==> src/rtl/bip_pkg.sv <==
// Shared definitions for the BIP processor: field widths, opcodes, select encodings.
package bip_pkg;

  localparam int unsigned NB_INSTRUCTION = 16;
  localparam int unsigned NB_OPCODE      = 5;
  localparam int unsigned NB_OPERAND     = 11;
  localparam int unsigned NB_PC          = 11;
  localparam int unsigned NB_DATA_ADDR   = 10;
  localparam int unsigned NB_SEL_A       = 2;
  localparam int unsigned NB_COUNT       = 16;

  localparam logic [NB_OPCODE-1:0] OP_HLT  = 5'b00000;
  localparam logic [NB_OPCODE-1:0] OP_STO  = 5'b00001;
  localparam logic [NB_OPCODE-1:0] OP_LD   = 5'b00010;
  localparam logic [NB_OPCODE-1:0] OP_LDI  = 5'b00011;
  localparam logic [NB_OPCODE-1:0] OP_ADD  = 5'b00100;
  localparam logic [NB_OPCODE-1:0] OP_ADDI = 5'b00101;
  localparam logic [NB_OPCODE-1:0] OP_SUB  = 5'b00110;
  localparam logic [NB_OPCODE-1:0] OP_SUBI = 5'b00111;

  localparam logic [NB_SEL_A-1:0] SEL_A_MEM = 2'b00;
  localparam logic [NB_SEL_A-1:0] SEL_A_IMM = 2'b01;
  localparam logic [NB_SEL_A-1:0] SEL_A_ALU = 2'b10;

  typedef enum logic {
    ST_RUN  = 1'b0,
    ST_HALT = 1'b1
  } state_e;

  typedef struct packed {
    logic [NB_SEL_A-1:0] sel_a;
    logic                sel_b;
    logic                wr_acc;
    logic                op_code;
    logic                wr_ram;
    logic                rd_ram;
  } ctrl_t;

endpackage

==> src/rtl/bip_pc.sv <==
// BIP program counter: increments when enabled, wraps at 2^NB_PC.
module bip_pc
  import bip_pkg::*;
(
  input  logic             i_clock,
  input  logic             i_reset,
  input  logic             i_enable,
  output logic [NB_PC-1:0] o_pc
);

  logic [NB_PC-1:0] r_pc;

  always_ff @(posedge i_clock or posedge i_reset) begin
    if (i_reset) begin
      r_pc <= '0;
    end else if (i_enable) begin
      r_pc <= r_pc + NB_PC'(1);
    end
  end

  assign o_pc = r_pc;

endmodule

==> src/rtl/bip_control_unit.sv <==
// BIP control unit: fetch/decode of 16-bit instructions, datapath and data-memory
// strobes, RUN/HALT sequencing and executed-instruction counter.
module bip_control_unit
  import bip_pkg::*;
(
  input  logic                      i_clock,
  input  logic                      i_reset,
  input  logic                      i_valid,
  input  logic [NB_INSTRUCTION-1:0] i_instruction,
  output logic [NB_PC-1:0]          o_pc,
  output logic [NB_OPERAND-1:0]     o_operand,
  output logic [NB_DATA_ADDR-1:0]   o_data_addr,
  output logic [NB_SEL_A-1:0]       o_sel_a,
  output logic                      o_sel_b,
  output logic                      o_wr_acc,
  output logic                      o_op_code,
  output logic                      o_wr_ram,
  output logic                      o_rd_ram,
  output logic                      o_halt,
  output logic [NB_COUNT-1:0]       o_inst_count
);

  state_e                r_state;
  state_e                w_next_state;
  ctrl_t                 w_ctrl;
  logic                  w_exec;
  logic                  w_pc_en;
  logic [NB_OPCODE-1:0]  w_opcode;
  logic [NB_COUNT-1:0]   r_count;

  assign w_opcode = i_instruction[NB_INSTRUCTION-1 -: NB_OPCODE];

  // Reset gates exec so no strobe is seen while reset is held.
  assign w_exec = i_valid && (r_state == ST_RUN) && !i_reset;

  always_ff @(posedge i_clock or posedge i_reset) begin
    if (i_reset) begin
      r_state <= ST_RUN;
    end else begin
      r_state <= w_next_state;
    end
  end

  always_comb begin
    w_next_state = r_state;
    w_ctrl       = '0;
    w_pc_en      = 1'b0;
    if (w_exec) begin
      w_pc_en = 1'b1;
      case (w_opcode)
        OP_HLT: begin
          w_next_state = ST_HALT;
          w_pc_en      = 1'b0;
        end
        OP_STO: w_ctrl.wr_ram = 1'b1;
        OP_LD: begin
          w_ctrl.rd_ram = 1'b1;
          w_ctrl.wr_acc = 1'b1;
          w_ctrl.sel_a  = SEL_A_MEM;
        end
        OP_LDI: begin
          w_ctrl.wr_acc = 1'b1;
          w_ctrl.sel_a  = SEL_A_IMM;
        end
        OP_ADD: begin
          w_ctrl.rd_ram  = 1'b1;
          w_ctrl.wr_acc  = 1'b1;
          w_ctrl.sel_a   = SEL_A_ALU;
          w_ctrl.op_code = 1'b1;
        end
        OP_ADDI: begin
          w_ctrl.wr_acc  = 1'b1;
          w_ctrl.sel_a   = SEL_A_ALU;
          w_ctrl.sel_b   = 1'b1;
          w_ctrl.op_code = 1'b1;
        end
        OP_SUB: begin
          w_ctrl.rd_ram = 1'b1;
          w_ctrl.wr_acc = 1'b1;
          w_ctrl.sel_a  = SEL_A_ALU;
        end
        OP_SUBI: begin
          w_ctrl.wr_acc = 1'b1;
          w_ctrl.sel_a  = SEL_A_ALU;
          w_ctrl.sel_b  = 1'b1;
        end
        default: ;
      endcase
    end
  end

  // HLT counts as executed; counter saturates instead of wrapping.
  always_ff @(posedge i_clock or posedge i_reset) begin
    if (i_reset) begin
      r_count <= '0;
    end else if (w_exec && (r_count != '1)) begin
      r_count <= r_count + NB_COUNT'(1);
    end
  end

  bip_pc u_pc (
    .i_clock  (i_clock),
    .i_reset  (i_reset),
    .i_enable (w_pc_en),
    .o_pc     (o_pc)
  );

  assign o_operand    = i_instruction[NB_OPERAND-1:0];
  assign o_data_addr  = i_instruction[NB_DATA_ADDR-1:0];
  assign o_sel_a      = w_ctrl.sel_a;
  assign o_sel_b      = w_ctrl.sel_b;
  assign o_wr_acc     = w_ctrl.wr_acc;
  assign o_op_code    = w_ctrl.op_code;
  assign o_wr_ram     = w_ctrl.wr_ram;
  assign o_rd_ram     = w_ctrl.rd_ram;
  assign o_halt       = (r_state == ST_HALT);
  assign o_inst_count = r_count;

endmodule

==> config.mk <==
export PLATFORM = sky130hd
export DESIGN_NAME = bip_control_unit
export DESIGN_NICKNAME = d
export VERILOG_FILES = /design/src/rtl/bip_pkg.sv /design/src/rtl/bip_pc.sv /design/src/rtl/bip_control_unit.sv
export SDC_FILE = /design/constraint.sdc
export NUM_CORES = 1
export LEC_CHECK = 0
export ABC_AREA = 1
export CAP_MARGIN = 20
export CORE_MARGIN = 2
export CORE_UTILIZATION = 29
export DETAILED_ROUTE_END_ITERATION = 6
export GPL_TIMING_DRIVEN = 0
export PLACE_DENSITY = 0.64
export SLEW_MARGIN = 15
export SYNTH_ARGS = -nofsm -noshare
export SYNTH_HDL_FRONTEND = slang
export SYNTH_SLANG_ARGS = --single-unit
==> constraint.sdc <==
create_clock -name i_clock -period 1.4 [get_ports i_clock]
set_input_delay 0.28 -clock i_clock [delete_from_list [all_inputs] [get_ports i_clock]]
set_output_delay 0.28 -clock i_clock [all_outputs]
set_load 0.02 [all_outputs]
==> results.md <==
* Final Setup Violations at 28
* N_diodes at 0
* Final Util at 0.494
* GRT Total Usage at 0.145
* Syn_nets at 311
* Area Growth Syn to Fin at 68.0%
* Share of layout cells above drive strength 1 at 0.361
* Critical Path RT at roughly 1.1 ns
* Final #Nets at 407
* Mapped Area at 1970 sq um
* Clock transition at the registers of the reported paths at 0.11 ns
* DR pass1 iterations at 4
* Final hold vios at 0
* Status: finished with violations
* Worst-path cell chain: inv_2, nand3_4, nor2_4, nand2_4, buf_4, inv_2, buf_6
* FMAX at between 600 and 700 MHz
* Failing checks: setup timing
* Overflow after GRT at 0
* Pin count of the biggest net entering global routing at 17
* Core ar. at approximately 6700 sq um
* H-tree depth at 1
* Via Count at 2,193
* CTS tree: built
* Fin Clk Skew at between 0.01 and 0.015 ns
* Worst-case clock buffer depth at 2
* Number of buffers created by CTS at 3
* Hpwl dp at 3780 um
* Non-filler cells, final at between 400 and 500
* Post-Place Cells at 433
* Die Y-Extent at 86.3 um
* RSZ-0062 raised after global routing: yes
* First-pass GRT wire length at 8730 um
* WL/cell at 12.8 um
* Setup tns final at -1.87 ns
* Routed WL at 5960 um
* Syn_area_per_cell at 6.78 sq um
* Clock latency on the worst-skew pair at slightly below 0.3 ns
* Worst hold path class: in -> async
* Die X-Extent at roughly 86 um
* Startpoint Class: flip-flop
* DRT antenna net count at 0
* GP Congestion at 0.865
* R2R setup slack at -0.06 ns
* CP endpoint kind: output port
* Vias in the first global route at 1,971
* Vias per cell at roughly 4.7
* Synth cell types at 22
* Most common cell after layout, fill and taps aside: nand2_1
* R2R depth at 9
* Most Frequent Cell on Critical Path: inv_2
* Pleak at 0.00160 uW
* Pwr Density at around 500 nW/um^2
* Most frequent cells in the layout: nand2_1 (91), buf_4 (39), inv_1 (28), clkdlybuf4s50_1 (21), dfrtp_1 (20)
* Final Worst Setup Slack at -0.235 ns
* Slew HR at 0.789
* Flops & latches, synth at 28
* Yosys warns at 0
* Initial antenna violation count at 0
* Critical path class: reg -> out
* Slowest stage delay, CP at 0.40 ns
* Crit Reg-Reg Endpoint: o_inst_count[10]
* Worst-Margin Slew at about 0.31 ns
* DRC Markers at 0
* Critical path peak fanout at 4
* # port buffers at 63
* Max Slew Vio Count at 0
* Min cycle time layout at 1.64 ns
* Maximum VDD drop at 0.000329 V
* Arr. time, crit path at 1.36 ns
* Initial core utilization at 0.294
* Tcrit/Tclk final at 1.17
* Clk root buf: clkbuf_8
* Synth Instances at 290
* Row cnt at 30
* Max Cap Viol at 0
* FF-to-FF Start: o_inst_count[0]
* Clock sink total at 28
* CP max-delay cell: dfrtp_1
* Die area at 7450 sq um
* 1st-iter DRT viols at 65
* Sequential area share after synthesis at 0.356
* Ports at between 70 and 80
==> through the flow <==
step | hold WS [ns] | setup slack, ns | power (uW) | instance area, sq um
global route | 0.146 | -0.340 | 1750 | 3300
finish | 0.141 | -0.235 | 1690 | 3300
CTS | 0.0331 | -0.240 | 1710 | 3010
global placement | 0.499 | -1.21 | 1020 | 2740
detailed placement | 0.515 | -1.23 | 1030 | 2740
floorplan | 0.120 | -0.111 | 933 | 2010
==> worst max-delay path by stage <==
stage	endpoint	slack [ns]	cells past startpoint	from
final	o_sel_a[1]	-0.24	7	o_halt
after floorplan	o_wr_acc	-0.11	5	o_halt
after CTS	o_wr_acc	-0.24	6	o_halt
after detailed placement	o_wr_acc	-1.23	7	i_reset
after global routing	o_wr_acc	-0.34	6	o_halt
after global placement	o_wr_acc	-1.21	7	i_reset
==> logic make-up (layout without fill, tap and decap cells) <==
family,count (synthesis),in the layout,share of synthesized area
and+or+nand+nor,182,183,0.403
buffers and inverters,58,152,0.157
DFF,28,28,0.356
AOI/OAI and AO/OA,12,12,0.0356
xor gates and xnor gates,8,8,0.0356
adders and majority gates,2,2,0.0127
==> cell usage after synthesis (all sizes together) <==
cell type	n	area [sq um]
nand3b	3	22.5
inv	35	131
nor3	6	30.0
xnor2	3	26.3
dfrtp	28	701
nand4	9	56.3
nand2	111	427
nor2	37	159
nand3	16	97.6
buf	23	176
o21ai	11	62.6
a21boi	1	7.51
ha	2	25.0
xor2	5	43.8
==> sequential cells by signal, summed over array words and instances, names as in the netlist <==
name / count
o_inst_count: 16
u_pc.o_pc: 11
o_halt: 1
==> where the power goes <==
part	internal, uW	switching, uW	total, uW
clock network	384	278	662
registers	808	0	808
logic	116	101	217
total	1310	379	1690
==> cell type report <==
| type | count | area [sq um] |
|---|---|---|
| buffer | 23 | 180 |
| clock buffer | 3 | 41.3 |
| clock inverter | 1 | 30.0 |
| fill | 653 | 3380 |
| inverter | 35 | 174 |
| multi-input combinational | 205 | 1230 |
| sequential | 28 | 711 |
| tap | 80 | 100 |
| timing repair buffer | 89 | 830 |
| timing repair inverter | 1 | 8.76 |
==> critical path, delay by kind of cell (launching register included) <==
| family | cells | cell delay, ns |
|---|---|---|
| DFF | 1 | 0.40 |
| buffers and inverters | 4 | 0.35 |
| and+or+nand+nor | 3 | 0.31 |
==> routing by layer <==
metal  track usage  vias up  routed length [um]
met5             0        -                   0
met2         0.271       74                3210
met3        0.0257        8                 281
li1              -     1071                   -
met4        0.0313        0                  72
met1         0.171     1040                2390
==> what timing repair did <==
action	in CTS	in global routing
buffers inserted	9	14
resized for setup	126	69
setup endpoints to repair	62	46
hold buffers	0	1
gates cloned	3	1
hold endpoints to repair	0	14
pin swaps	14	23
(Power assumes the default switching activity.)
